`src/rtl/arch_maptable_pkg.sv`:
```
// Shared definitions for the architectural map table and its neighbours:
// sizing macros, tag/register types, CDB and rename-map types, retire packet
// and the recovery FSM state encoding.
`ifndef WIDTH
`define WIDTH 2
`endif
`ifndef RF_SIZE
`define RF_SIZE 32
`endif
`ifndef PRF_SIZE
`define PRF_SIZE 64
`endif
`ifndef ZERO_REG
`define ZERO_REG 0
`endif

package arch_maptable_pkg;

    localparam int REG_W  = $clog2(`RF_SIZE);
    localparam int TAG_W  = $clog2(`PRF_SIZE);
    localparam int SLOT_W = (`WIDTH > 1) ? $clog2(`WIDTH) : 1;

    typedef logic [REG_W-1:0] areg_t;
    typedef logic [TAG_W-1:0] ptag_t;

    // Common data bus broadcast of a completed physical tag.
    typedef struct packed {
        logic  valid;
        ptag_t tag;
    } cdb_packet_t;

    // One speculative rename map entry.
    typedef struct packed {
        ptag_t tag;
        logic  ready;
    } mapt_entry_t;

    // Recovery FSM of the architectural map.
    typedef enum logic {
        ST_IDLE    = 1'b0,
        ST_RECOVER = 1'b1
    } amt_state_t;

    // One retirement slot as seen by the architectural map.
    typedef struct packed {
        logic  valid;
        areg_t dest;
        ptag_t t;
        ptag_t told;
        logic  mispredict;
        logic  exception;
    } retire_pkt_t;

    function automatic logic is_zero_reg(input areg_t r);
        return r == areg_t'(`ZERO_REG);
    endfunction

endpackage

```
`src/rtl/arch_maptable_retire_filter.sv`:
```
// Combinational retire-slot filter: a slot is effective when it is valid and
// no older valid slot in the same group is a mispredict or exception. The
// oldest such flagged slot is reported as the recovery trigger.
module retire_filter
    import arch_maptable_pkg::*;
(
    input  logic [`WIDTH-1:0] valid,
    input  logic [`WIDTH-1:0] mispredict,
    input  logic [`WIDTH-1:0] exception,
    output logic [`WIDTH-1:0] eff_mask,
    output logic              trigger,
    output logic [SLOT_W-1:0] trig_slot
);

    logic [`WIDTH-1:0] flagged;
    logic [`WIDTH:0]   blocked;

    assign blocked[0] = 1'b0;

    genvar gi;
    generate
        for (gi = 0; gi < `WIDTH; gi++) begin : g_slot
            assign flagged[gi]    = valid[gi] & (mispredict[gi] | exception[gi]);
            assign eff_mask[gi]   = valid[gi] & ~blocked[gi];
            assign blocked[gi+1]  = blocked[gi] | flagged[gi];
        end
    endgenerate

    assign trigger = blocked[`WIDTH];

    // Lowest-numbered flagged slot wins (scan from the top so the oldest is kept last).
    always_comb begin
        trig_slot = '0;
        for (int k = `WIDTH - 1; k >= 0; k--) begin
            if (flagged[k]) begin
                trig_slot = SLOT_W'(k);
            end
        end
    end

endmodule

```
`src/rtl/arch_maptable.sv`:
```
// Architectural (committed) register map. Retiring slots update the map and
// return their previous tags to the free list; a retiring mispredict or
// exception triggers a one-cycle recovery pulse toward the rename map.
module arch_maptable
    import arch_maptable_pkg::*;
(
    input  logic                               clock,
    input  logic                               reset,
    input  logic [`WIDTH-1:0]                  retire_valid,
    input  logic [`WIDTH-1:0][REG_W-1:0]       retire_dest,
    input  logic [`WIDTH-1:0][TAG_W-1:0]       retire_T,
    input  logic [`WIDTH-1:0][TAG_W-1:0]       retire_Told,
    input  logic [`WIDTH-1:0]                  retire_mispredict,
    input  logic [`WIDTH-1:0]                  retire_exception,
    output logic [`RF_SIZE-1:0][TAG_W-1:0]     rec_tag,
    output logic                               rollback_en,
    output logic                               exception_en,
    output logic [REG_W-1:0]                   rollback_reg,
    output logic [TAG_W-1:0]                   rollback_tag,
    output logic [`WIDTH-1:0]                  free_valid,
    output logic [`WIDTH-1:0][TAG_W-1:0]       free_tag,
    output logic                               retire_ready
);

    retire_pkt_t [`WIDTH-1:0] pkt;
    logic [`WIDTH-1:0]        pkt_valid;
    logic [`WIDTH-1:0]        pkt_mis;
    logic [`WIDTH-1:0]        pkt_exc;
    logic [`WIDTH-1:0]        eff_mask;
    logic [`WIDTH-1:0]        eff_idle;
    logic                     trigger;
    logic [SLOT_W-1:0]        trig_slot;
    logic                     idle;

    amt_state_t                   state_q, state_d;
    logic [`RF_SIZE-1:0][TAG_W-1:0] map_q, map_d;
    logic                         rollback_en_q, rollback_en_d;
    logic                         exception_en_q, exception_en_d;
    logic [REG_W-1:0]             rollback_reg_q, rollback_reg_d;
    logic [TAG_W-1:0]             rollback_tag_q, rollback_tag_d;

    genvar gi;
    generate
        for (gi = 0; gi < `WIDTH; gi++) begin : g_pkt
            assign pkt[gi].valid      = retire_valid[gi];
            assign pkt[gi].dest       = retire_dest[gi];
            assign pkt[gi].t          = retire_T[gi];
            assign pkt[gi].told       = retire_Told[gi];
            assign pkt[gi].mispredict = retire_mispredict[gi];
            assign pkt[gi].exception  = retire_exception[gi];
            assign pkt_valid[gi]      = pkt[gi].valid;
            assign pkt_mis[gi]        = pkt[gi].mispredict;
            assign pkt_exc[gi]        = pkt[gi].exception;
        end
    endgenerate

    retire_filter u_filter (
        .valid      (pkt_valid),
        .mispredict (pkt_mis),
        .exception  (pkt_exc),
        .eff_mask   (eff_mask),
        .trigger    (trigger),
        .trig_slot  (trig_slot)
    );

    // Retire inputs only count while idle; recovery cycles ignore them.
    assign idle     = (state_q == ST_IDLE);
    assign eff_idle = eff_mask & {`WIDTH{idle}};

    // Each effective slot writing a real register frees its old tag; the
    // same condition is the map write enable.
    generate
        for (gi = 0; gi < `WIDTH; gi++) begin : g_free
            assign free_valid[gi] = eff_idle[gi] & ~is_zero_reg(pkt[gi].dest);
            assign free_tag[gi]   = free_valid[gi] ? pkt[gi].told : '0;
        end
    endgenerate

    // Map update in program order so the younger slot wins a shared dest.
    always_comb begin
        map_d = map_q;
        for (int k = 0; k < `WIDTH; k++) begin
            if (free_valid[k]) begin
                map_d[pkt[k].dest] = pkt[k].t;
            end
        end
        map_d[`ZERO_REG] = '0;
    end

    // Recovery FSM next state and registered recovery outputs.
    always_comb begin
        state_d        = state_q;
        rollback_en_d  = 1'b0;
        exception_en_d = 1'b0;
        rollback_reg_d = rollback_reg_q;
        rollback_tag_d = rollback_tag_q;
        case (state_q)
            ST_IDLE: begin
                if (trigger) begin
                    state_d        = ST_RECOVER;
                    rollback_en_d  = 1'b1;
                    exception_en_d = pkt[trig_slot].exception;
                    rollback_reg_d = pkt[trig_slot].dest;
                    rollback_tag_d = pkt[trig_slot].t;
                end
            end
            ST_RECOVER: begin
                state_d = ST_IDLE;
            end
            default: begin
                state_d = ST_IDLE;
            end
        endcase
    end

    // State registers; reset restores the identity map and drops any pulse.
    always_ff @(posedge clock) begin
        if (reset) begin
            state_q        <= ST_IDLE;
            rollback_en_q  <= 1'b0;
            exception_en_q <= 1'b0;
            rollback_reg_q <= '0;
            rollback_tag_q <= '0;
            for (int i = 0; i < `RF_SIZE; i++) begin
                map_q[i] <= TAG_W'(i);
            end
        end else begin
            state_q        <= state_d;
            rollback_en_q  <= rollback_en_d;
            exception_en_q <= exception_en_d;
            rollback_reg_q <= rollback_reg_d;
            rollback_tag_q <= rollback_tag_d;
            map_q          <= map_d;
        end
    end

    assign rec_tag      = map_q;
    assign rollback_en  = rollback_en_q;
    assign exception_en = exception_en_q;
    assign rollback_reg = rollback_reg_q;
    assign rollback_tag = rollback_tag_q;
    assign retire_ready = idle;

endmodule

```
`config.mk`:
```
export PLATFORM = sky130hd
export DESIGN_NAME = arch_maptable
export DESIGN_NICKNAME = d
export VERILOG_FILES = /design/src/rtl/arch_maptable_pkg.sv /design/src/rtl/arch_maptable_retire_filter.sv /design/src/rtl/arch_maptable.sv
export SDC_FILE = /design/constraint.sdc
export NUM_CORES = 1
export LEC_CHECK = 0
export BUFFER_PORTS_ARGS = -buffer_cell sky130_fd_sc_hd__clkbuf_2
export CAP_MARGIN = 20
export CORE_MARGIN = 5
export CORE_UTILIZATION = 41
export CTS_CLUSTER_DIAMETER = 60
export DETAILED_ROUTE_END_ITERATION = 8
export HOLD_SLACK_MARGIN = 0.03
export SLEW_MARGIN = 30
export SYNTH_ARGS = -nofsm -noshare
export SYNTH_HDL_FRONTEND = slang
export SYNTH_HIERARCHICAL = 1
export SYNTH_SLANG_ARGS = --single-unit
```
`constraint.sdc`:
```
create_clock -name clock -period 3 [get_ports clock]
set_input_delay 0.15 -clock clock [delete_from_list [all_inputs] [get_ports clock]]
set_output_delay 0.15 -clock clock [all_outputs]
set_load 0.1 [all_outputs]
```
==> impl_metrics.csv, run 1 <==
group,metric,value,unit
status,status,"completed",
grt,grt_use_total,29.62,%
die,rows,56,
power,p_clk_share,36.9,%
setup_path,start_kind,"register",
flow_run,drv_cap,0,
yosys,synthAdderAreaFrac,0,%
die,die_area,26870,um2
min_path,hold_depth,3,
die,core_area,23400,um2
sta,final-max-slew-violation-count,0,
setup_path,worstPathRequired,2.85,ns
cts,cts.path.max_buffers,2,
route,drt_iter0_drc,1137,
yosys,yosys_register_bits,199,
finish,antenna_cells,0,
cts,cts_tree,"yes",
yosys,synth_seq_area_share,41.01,%
yosys,syn_inst,1208,
place,place_hpwl,27670,um
yosys,yosys_warnings,6,
setup_path,ff2ff_path_depth,5,
grt,antenna_found_initial,0,
yosys,synth-edff-count,0,
sta,fin_tns_setup,0,ns
grt,grt_pass1_wl,61000,um
die,chipWidth,163.9,um
yosys,synthXorXnorAreaFrac,0,%
cts,clock_sinks,199,
yosys,ys.flop_type,"dfxtp_1",
die,fp.dieH,163.9,um
grt,grt_max_degree,64,
setup_path,r2r_start,"state_q",
power,switching_share,34.88,%
sta,tightest_slew,1.028,ns
min_path,hp-start,"retire_exception[0]",
setup_path,critPathKind,"reg2out",
yosys,synthMuxAreaShare,2.885,%
power,switching_power,0.002138,W
route,post-route-drc-count,0,
finish,utilization,50.11,%
sta,relSlewSlack,31.49,%
cts,cts-root-buf,"clkbuf_16",
route,wire_per_inst,23.63,um
setup_path,r2r_end,"rec_tag[174]",
sta,period_minus_slack,2.213,ns
finish,nNetsFinal,1443,
yosys,async_reset_ff_share,0,%
cts,clk_pin_slew_worst_paths,0.07,ns
route,vias_per_cell,6.132,
finish,drive_gt1_share,26.03,%
yosys,synth.avg_cell_area,8.042,um2
setup_path,crit_path_end_kind,"output pin",
cts,clk_latency,0.44,ns
sta,hold_violations,0,
cts,cts_made_buffers,17,
route,detail_route.first_pass.iterations,5,
finish,areaGrowthSynthToFinish,20.72,%
route,ant_nets,0,
yosys,synth-simple-area-share,27.65,%
yosys,synth_cell_type_count,53,
sta,rsz0062_at_grt,"no",
power,leakagePower,4.616,nW
power,seqPwrFrac,44.6,%
power,ir_drop,0.0003237,V
route,finalWirelength,40950,um
yosys,synth_top_family_by_area,"simple AND/OR/NAND/NOR gates",
sta,setup_viol,0,
setup_path,r2r_slack,0.86,ns
die,initial_utilization,41.51,%
min_path,hold_path_end,"exception_en",
min_path,hp-class,"in2reg",
cts,htreeDepth,4,
yosys,netlist_area,9714,um2
sta,fin_crit_sh,73.77,%
die,ioPinCount,262,
sta,fmax,451.9,MHz
grt,grt_pass1_vias,9811,
power,totalPowerFinal,0.006129,W
setup_path,arrival,2.06,ns
power,pwr-share-comb,18.5,%
finish,largest_reg_flops,186,
grt,overflow,0,
setup_path,worstPathMaxFanout,24,
power,p_int,0.003991,W
place,place_congestion,0.9342,
yosys,synth_compound_area_share,21.87,%
route,vias,10630,
power,power_density,522.6,nW/um2
place,portBuffers,255,
sta,fin_skew,0.01108,ns
==> cell usage after synthesis (4+ instances only) <==
cell | n | area (um2)
nand2_1 | 149 | 559.3
mux2i_1 | 28 | 280.3
nand3_1 | 92 | 460.4
and3_1 | 4 | 25.02
buf_1 | 5 | 18.77
buf_4 | 17 | 127.6
a32oi_1 | 10 | 87.58
nand2b_1 | 4 | 25.02
a311oi_1 | 90 | 788.3
a211oi_1 | 42 | 315.3
nor3_1 | 15 | 75.07
clkbuf_1 | 69 | 259.0
nor2_2 | 4 | 25.02
nor4_1 | 8 | 50.05
buf_2 | 28 | 140.1
o21ai_0 | 57 | 285.3
nand3b_1 | 5 | 37.54
a2111oi_0 | 4 | 35.03
o21ai_1 | 12 | 60.06
nor2b_1 | 7 | 43.79
a22oi_1 | 6 | 45.04
buf_6 | 7 | 78.83
a221oi_1 | 51 | 446.7
dfxtp_1 | 199 | 3984
nand2_2 | 5 | 31.28
nor2_1 | 218 | 818.3
a21oi_1 | 6 | 30.03
and3b_1 | 6 | 52.55
and2_1 | 18 | 112.6
==> worst max-delay path, stage by stage, from the launching register on <==
cell and delay [ns]:
dfxtp_2 0.64, clkinvlp_4 0.19, and3_1 0.23, and2_2 0.21
clkbuf_2 0.36
==> worst max path at each step <==
stage / from / to / slack (ns) / depth (start not counted)
after floorplan: state_q / free_tag[0] / 0.14 / 6
after global placement: retire_dest[4] / rec_tag[147] / 0.95 / 5
after detailed placement: retire_dest[2] / rec_tag[139] / 0.88 / 5
after CTS: state_q / free_tag[0] / 0.78 / 4
after global routing: state_q / free_tag[5] / 0.65 / 4
final: state_q / free_tag[0] / 0.79 / 4
==> per-stage QoR <==
stage	setup WS, ns	instances	cell area, um2	hold slack [ns]
detailed placement	0.8805	1698	11100	0.4633
global route	0.6509	1733	11730	0.05690
global placement	0.9493	1698	11100	0.4672
CTS	0.7847	1731	11670	0.03651
floorplan	0.1407	1213	9756	0.3162
finish	0.7869	1733	11730	0.03782
==> layout by cell type (no fill, tap or decap), types with 5 or more instances in the layout <==
cell | Yosys | layout
clkbuf_16 | 0 | 17
nor2b_1 | 7 | 7
a311oi_1 | 90 | 90
inv_8 | 0 | 5
a32oi_1 | 10 | 10
buf_4 | 17 | 37
nand3_1 | 92 | 92
a221oi_1 | 51 | 51
dfxtp_1 | 199 | 198
nand2_1 | 149 | 149
nor4_1 | 8 | 8
a21oi_1 | 6 | 6
and3b_1 | 6 | 6
nor3_1 | 15 | 15
mux2i_1 | 28 | 28
o21ai_1 | 12 | 12
and2_2 | 1 | 13
a22oi_1 | 6 | 6
nor2_1 | 218 | 218
and2_1 | 18 | 6
a211oi_1 | 42 | 42
clkbuf_2 | 0 | 252
nand2_2 | 5 | 5
o21ai_0 | 57 | 57
nand3b_1 | 5 | 5
conb_1 | 1 | 6
==> metal layers <==
| layer | global-route usage, % | part of all wire, % | wire, um | vias to the layer above |
|---|---|---|---|---|
| met5 | 0 | 0 | 0 | - |
| met2 | 45.85 | 45 | 18460 | 629 |
| met3 | 7.679 | 10 | 4247 | 75 |
| met1 | 40.06 | 42 | 17100 | 5109 |
| met4 | 10.60 | 2.8 | 1145 | 0 |
| li1 | - | - | - | 4814 |
==> power by group through the flow <==
| stage | logic [W] | registers (W) | clock network, W |
|---|---|---|---|
| after global routing | 0.00117 | 0.00274 | 0.00239 |
| after detailed placement | 0.00111 | 0.00280 | 0 |
| after floorplan | 0.000486 | 0.00317 | 0 |
| final | 0.00113 | 0.00273 | 0.00226 |
| after global placement | 0.00110 | 0.00280 | 0 |
| after CTS | 0.00111 | 0.00273 | 0.00228 |
==> what timing repair did <==
item,CTS,global route
setup endpoints to repair,0,0
endpoints found under the hold margin,1,0
hold buffers,1,0
gates resized for setup,0,0
buffers inserted,0,0
==> layout make-up <==
cell class	instances	area (um2)
clock buffer	17	425.4
clock inverter	15	136.4
fill	2324	11670
inverter	3	15.01
multi-input combinational	885	5130
sequential	199	3985
tap	319	399.1
timing repair buffer	295	1637
==> kinds of logic (layout without fill, tap and decap cells) <==
family,after synthesis,count (layout)
simple gates,569,569
compound gates,282,282
flops,199,199
buf+inv,129,330
mux,28,28
other cells,1,6
(Power assumes the default switching activity.)
==> run 2, diff against run 1 <==
ABC_AREA = 1   (was unset)
PLACE_DENSITY = 0.66   (was unset)
clock period = 2 ns   (was 3 ns; I/O delays follow)
==> run 2 against run 1 <==
  * Non-clock buffer count up 23
  * Combinational power up 80%
  * Routed wire length increased by 4.8%
  * Area after synthesis up 12%
  * Utilization rose by 4.0 points
  * Clock-buffer cell count rose by 2
  * Sequential cell count is the same
  * Critical path type unchanged
==> impl_metrics.csv, run 2 <==
group,metric,value,unit
status,status,"completed",
finish,layout_commonest_cell,"nand2_1",
yosys,synth_area_leaders,"dfxtp_1 37%, nand2_1 18%, nand3_1 14%, nor2_1 11%, inv_1 5.9%",
finish,multi_input_area,6397,um2
setup_path,crit_slowest_cell,"dfxtp_4",
finish,utilization,54.06,%
die,core_area,26130,um2
die,ioPinCount,262,
power,switching_power,0.003407,W
grt,grt_pass1_wl,66530,um
finish,antenna_cells,0,
cts,postCtsSetupRepairBufs,0,
grt,grt_pass1_vias,11620,
yosys,yosys_register_bits,199,
power,seqPwrFrac,43.1,%
route,met1Wirelength,17970,um
grt,antenna_found_initial,0,
yosys,yosysMostFrequentCell,"nand2_1",
setup_path,cp_cell_sequence,"clkinvlp_4 > nand2_8 > clkinv_8 > nand2_8 > inv_6 > buf_12",
yosys,synth_cell_type_count,22,
finish,drive_gt1_share,22.90,%
route,drt_iter0_drc,1290,
setup_path,arrival,1.84,ns
setup_path,crit_buf_inv,4,
setup_path,max_stage_delay,0.39,ns
sta,period_minus_slack,1.938,ns
cts,clk_latency,0.44,ns
route,wire_per_inst,17.98,um
yosys,synth-edff-count,0,
sta,relSlewSlack,54.63,%
sta,setup_viol,0,
power,totalPowerFinal,0.009488,W
route,highest_layer,"met4",
sta,fin_crit_sh,96.91,%
route,wl_met3,3987,um
yosys,synthTopCellsByCount,"530 x nand2_1, 312 x nor2_1, 299 x nand3_1, 199 x dfxtp_1, 170 x inv_1",
cts,cts.path.max_buffers,2,
sta,tightest_slew,0.6806,ns
setup_path,cp_top_family,"buffers and inverters",
yosys,netlist_area,10900,um2
min_path,hp-class,"in2reg",
sta,rsz0062_at_grt,"no",
sta,final-max-slew-violation-count,0,
sta,fin_tns_setup,0,ns
power,p_clk_share,35.5,%
finish,nNetsFinal,2081,
route,finalWirelength,42910,um
sta,fmax,515.9,MHz
cts,cts_tree,"yes",
place,place_congestion,0.9105,
power,switching_share,35.91,%
place,place_hpwl,29200,um
power,ir_drop,0.0004796,V
route,dr_wl_met2,19570,um
grt,grt_max_degree,139,
route,post-route-drc-count,0,
setup_path,worstPathRequired,1.90,ns
cts,cts_made_buffers,17,
grt,grt_use_total,27.53,%
min_path,hp-start,"retire_T[4]",
setup_path,cpMostUsedCell,"nand2_8",
die,initial_utilization,41.72,%
sta,whs,0.06756,ns
yosys,async_reset_ff_share,0,%
grt,overflow,0,
flow_run,drv_cap,0,
finish,final_cell_mix,"504 x nand2_1, 300 x nor2_1, 258 x nand3_1",
cts,clock_sinks,199,
route,ant_nets,0,
place,portBuffers,255,
cts,cts-root-buf,"clkbuf_16",
yosys,synth_top_area_share,36.54,%
setup_path,r2r_start,"state_q",
die,chipWidth,173.1,um
power,leakagePower,7.779,nW
setup_path,start_kind,"register",
finish,areaGrowthSynthToFinish,29.59,%
yosys,synth_seq_area_share,36.54,%
yosys,synth.avg_cell_area,6.007,um2
yosys,yosys_warnings,6,
finish,fillers,2610,
cts,htreeDepth,4,
route,vias_per_cell,5.356,
power,pwr-share-comb,21.4,%
sta,hold_violations,0,
setup_path,critPathKind,"reg2out",
yosys,yosysTopAreaCell,"dfxtp_1",
yosys,ys.flop_type,"dfxtp_1",
yosys,syn_inst,1815,
finish,ff_latch_area,3988,um2
die,die_area,29950,um2
setup_path,startpoint,"state_q",
setup_path,worstPathMaxFanout,20,
sta,fin_skew,0.01500,ns
power,p_int,0.006080,W
finish,largest_reg_flops,186,
power,power_density,671.5,nW/um2
setup_path,crit_path_end_kind,"output pin",
die,rows,59,
route,vias,12780,
die,fp.dieH,173.1,um
route,detail_route.first_pass.iterations,5,
cts,clk_pin_slew_worst_paths,0.08,ns
-- run 2: final cells by class --
type / instances / share of cell area (%)
Clock buffer: 19 / 3.064
Clock inverter: 13 / 0.7970
Inverter: 181 / 4.977
Multi-Input combinational cell: 1321 / 45.28
Timing Repair inverter: 1 / 0.06199
Sequential cell: 199 / 28.22
Tap cell: 335 / 2.967
Timing Repair Buffer: 318 / 14.63
-- run 2: routing by layer --
metal  up-vias  GRT usage (%)
met4         0          9.544
met5         -              0
li1       6231              -
met3        95          5.895
met2       610          44.58
met1      5848          36.50
-- run 2: power by group through the flow --
stage               Clock, W  Sequential (W)  Combinational, W
CTS                  0.00341         0.00409           0.00200
detailed placement         0         0.00418           0.00198
finish               0.00336         0.00409           0.00203
global placement           0         0.00418           0.00197
floorplan                  0         0.00474          0.000935
global route         0.00357         0.00410           0.00213
-- run 2: timing repair --
item,in CTS,in global routing
hold buffers,8,0
endpoints found under the setup margin,0,6
hold endpoints to repair,9,0
gates resized for setup,0,2
-- run 2: worst min-delay path, stage by stage --
cell and delay (ns):
clkbuf_2 0.19, nand2_1 0.11, a21oi_1 0.06
-- run 2: worst paths after layout --
path / endpoint / slack [ns] / depth (start not counted)
setup / recovery: free_valid[1] / 0.06 / 6
setup reg to reg: rec_tag[55] / 0.18 / 9
hold reg to reg: rec_tag[12] / 0.55 / 4
hold / removal: rollback_tag[4] / 0.07 / 3
-- run 2: through the flow --
stage / setup slack, ns / instance area, um2 / cells
finish: 0.06173 / 14130 / 2387
global route: 0.003814 / 14130 / 2387
CTS: 0.05746 / 14100 / 2385
detailed placement: 0.2620 / 13470 / 2345
global placement: 0.2894 / 13470 / 2345
floorplan: -0.1806 / 11810 / 1820
-- run 2: logic make-up (layout without fill, tap and decap cells) --
logic type	after synthesis	count (layout)	synth area share (%)
AOI/OAI and AO/OA	66	66	3.053
buffers and inverters	301	532	11.10
DFF	199	199	36.54
other	1	6	0.03439
and+or+nand+nor	1248	1249	49.28
==> run 3, diff against run 2 <==
GPL_TIMING_DRIVEN = 0   (was unset)
TNS_END_PERCENT = 100   (was unset)
==> run 3 against run 2 <==
  * Die area unchanged
  * Critical path depth is 2 lower
  * Final cell count rose by 2.3%
  * First-iteration DRC count grew 37%
  * Global-route usage up 2.7 points
==> impl_metrics.csv, run 3 (same netlist as run 2, synthesis figures left out) <==
group,metric,value,unit
setup_path,max_stage_delay,0.43,ns
place,place_hpwl,34170,um
setup_path,crit_buf_inv,1,
cts,postCtsSetupRepairBufs,0,
sta,relSlewSlack,32.79,%
setup_path,crit_slowest_cell,"buf_2",
route,post-route-drc-count,0,
cts,clk_latency,0.46,ns
finish,largest_reg_flops,186,
power,p_clk_share,36.3,%
min_path,hold_depth,3,
power,switching_share,36.57,%
setup_path,crit_path_end_kind,"output pin",
die,die_area,29950,um2
setup_path,ff2ff_path_depth,8,
flow_run,drv_cap,0,
grt,grt_use_total,30.23,%
finish,stdcell_count,2442,
grt,grt_pass1_wl,71590,um
finish,drive_gt1_share,21.88,%
cts,htreeDepth,4,
power,pwr-share-comb,21.3,%
sta,tightest_slew,1.008,ns
power,switching_power,0.003530,W
die,ioPinCount,262,
power,leakagePower,7.760,nW
power,seqPwrFrac,42.4,%
finish,nNetsFinal,2136,
setup_path,cp_top_family,"buffers and inverters",
cts,clk_pin_slew_worst_paths,0.09,ns
min_path,hp-class,"in2reg",
setup_path,critPathKind,"reg2out",
sta,period_minus_slack,1.944,ns
route,wire_per_inst,19.34,um
route,vias_per_cell,5.484,
place,dp.cells,2401,
sta,final-max-slew-violation-count,0,
place,portBuffers,246,
cts,cts.path.max_buffers,2,
cts,cts_tree,"yes",
status,status,"completed",
sta,rsz0062_at_grt,"no",
sta,setup_viol,0,
sta,fmax,514.4,MHz
grt,antenna_found_initial,0,
finish,utilization,54.10,%
route,drt_iter0_drc,1769,
die,chipWidth,173.1,um
grt,grt_pass1_vias,12190,
die,core_area,26130,um2
power,power_density,682.9,nW/um2
die,rows,59,
sta,fin_skew,0.01484,ns
cts,clock_sinks,199,
die,initial_utilization,41.72,%
finish,fillers,2698,
finish,areaGrowthSynthToFinish,29.66,%
sta,whs,0.06685,ns
route,ant_nets,0,
setup_path,worstPathRequired,1.90,ns
die,fp.dieH,173.1,um
sta,fin_crit_sh,97.19,%
place,place_congestion,0.9815,
route,finalWirelength,47230,um
route,vias,13390,
grt,grt_max_degree,20,
grt,overflow,0,
cts,cts-root-buf,"clkbuf_16",
finish,final_cell_mix,"504 x nand2_1, 300 x nor2_1, 258 x nand3_1",
setup_path,cpMostUsedCell,"nor2_1",
sta,hold_violations,0,
setup_path,start_kind,"register",
route,detail_route.first_pass.iterations,5,
setup_path,worstPathMaxFanout,7,
power,ir_drop,0.0005600,V
cts,cts_made_buffers,17,
power,p_int,0.006124,W
setup_path,cp_cell_sequence,"nor2_1 > o21ai_2 > nor2_1 > buf_2",
finish,antenna_cells,0,
setup_path,arrival,1.84,ns
setup_path,critical_path_depth,4,
finish,layout_commonest_cell,"nand2_1",
-- run 3: cell types whose count changed in the layout (fill, tap and decap cells not counted), moves of 9 or more --
| cell | before | now |
|---|---|---|
| clkbuf_1 | 2 | 55 |
| buf_4 | 48 | 15 |
| buf_2 | 0 | 26 |
| buf_12 | 21 | 4 |
| buf_1 | 0 | 9 |
-- run 3: routing by layer --
layer	global-route usage [%]	up-vias	share of wire (%)
li1	-	6324	-
met1	40.11	6169	41
met2	47.99	793	44
met3	7.467	107	11
met4	10.84	0	3.6
met5	0	-	0
-- run 3: worst paths after layout --
kind | endpoint | slack, ns | from
max | free_tag[5] | 0.06 | state_q
min reg2reg | rec_tag[12] | 0.55 | rec_tag[12]
min | rollback_tag[3] | 0.07 | retire_T[9]
max reg2reg | rec_tag[138] | 0.13 | state_q
-- run 3: area by class of cell --
| class | count | area (um2) | area share, % |
|---|---|---|---|
| Buffer | 120 | 759.5 | 5.372 |
| Clock buffer | 20 | 456.7 | 3.230 |
| Clock inverter | 12 | 117.6 | 0.8319 |
| Inverter | 181 | 700.7 | 4.956 |
| Multi-Input combinational cell | 1320 | 6365 | 45.02 |
| Sequential cell | 199 | 3988 | 28.21 |
| Tap cell | 335 | 419.2 | 2.965 |
| Timing Repair Buffer | 255 | 1331 | 9.417 |
-- run 3: per-stage QoR --
stage / TNS, ns / setup WS (ns) / instance area [um2] / power, W
6_report: 0 / 0.05616 / 14140 / 0.009655
5_1_grt: 0 / 0.001221 / 14140 / 0.009887
4_1_cts: 0 / 0.02572 / 14130 / 0.009590
3_5_place_dp: -0.3280 / -0.06713 / 13460 / 0.006183
3_3_place_gp: -0.001715 / -0.001715 / 13460 / 0.006169
2_1_floorplan: -15.31 / -0.1806 / 11810 / 0.005672
-- run 3: worst min-delay path: cells and delay by family --
family | cells | cell delay, ns
AO/OA/AOI/OAI | 2 | 0.22
buffers and inverters | 1 | 0.16
-- run 3: power by group through the flow --
stage / Clock [W] / Sequential, W / Combinational [W]
3_3_place_gp: 0 / 0.00418 / 0.00199
6_report: 0.00350 / 0.00409 / 0.00206
2_1_floorplan: 0 / 0.00474 / 0.000935
5_1_grt: 0.00364 / 0.00410 / 0.00214
3_5_place_dp: 0 / 0.00419 / 0.00200
4_1_cts: 0.00348 / 0.00409 / 0.00202
-- run 3: timing repair --
item | in CTS | in global routing
hold buffers | 9 | 0
endpoints found under the hold margin | 10 | 0
gates resized for setup | 3 | 14
cloned | 0 | 0
endpoints found under the setup margin | 9 | 12
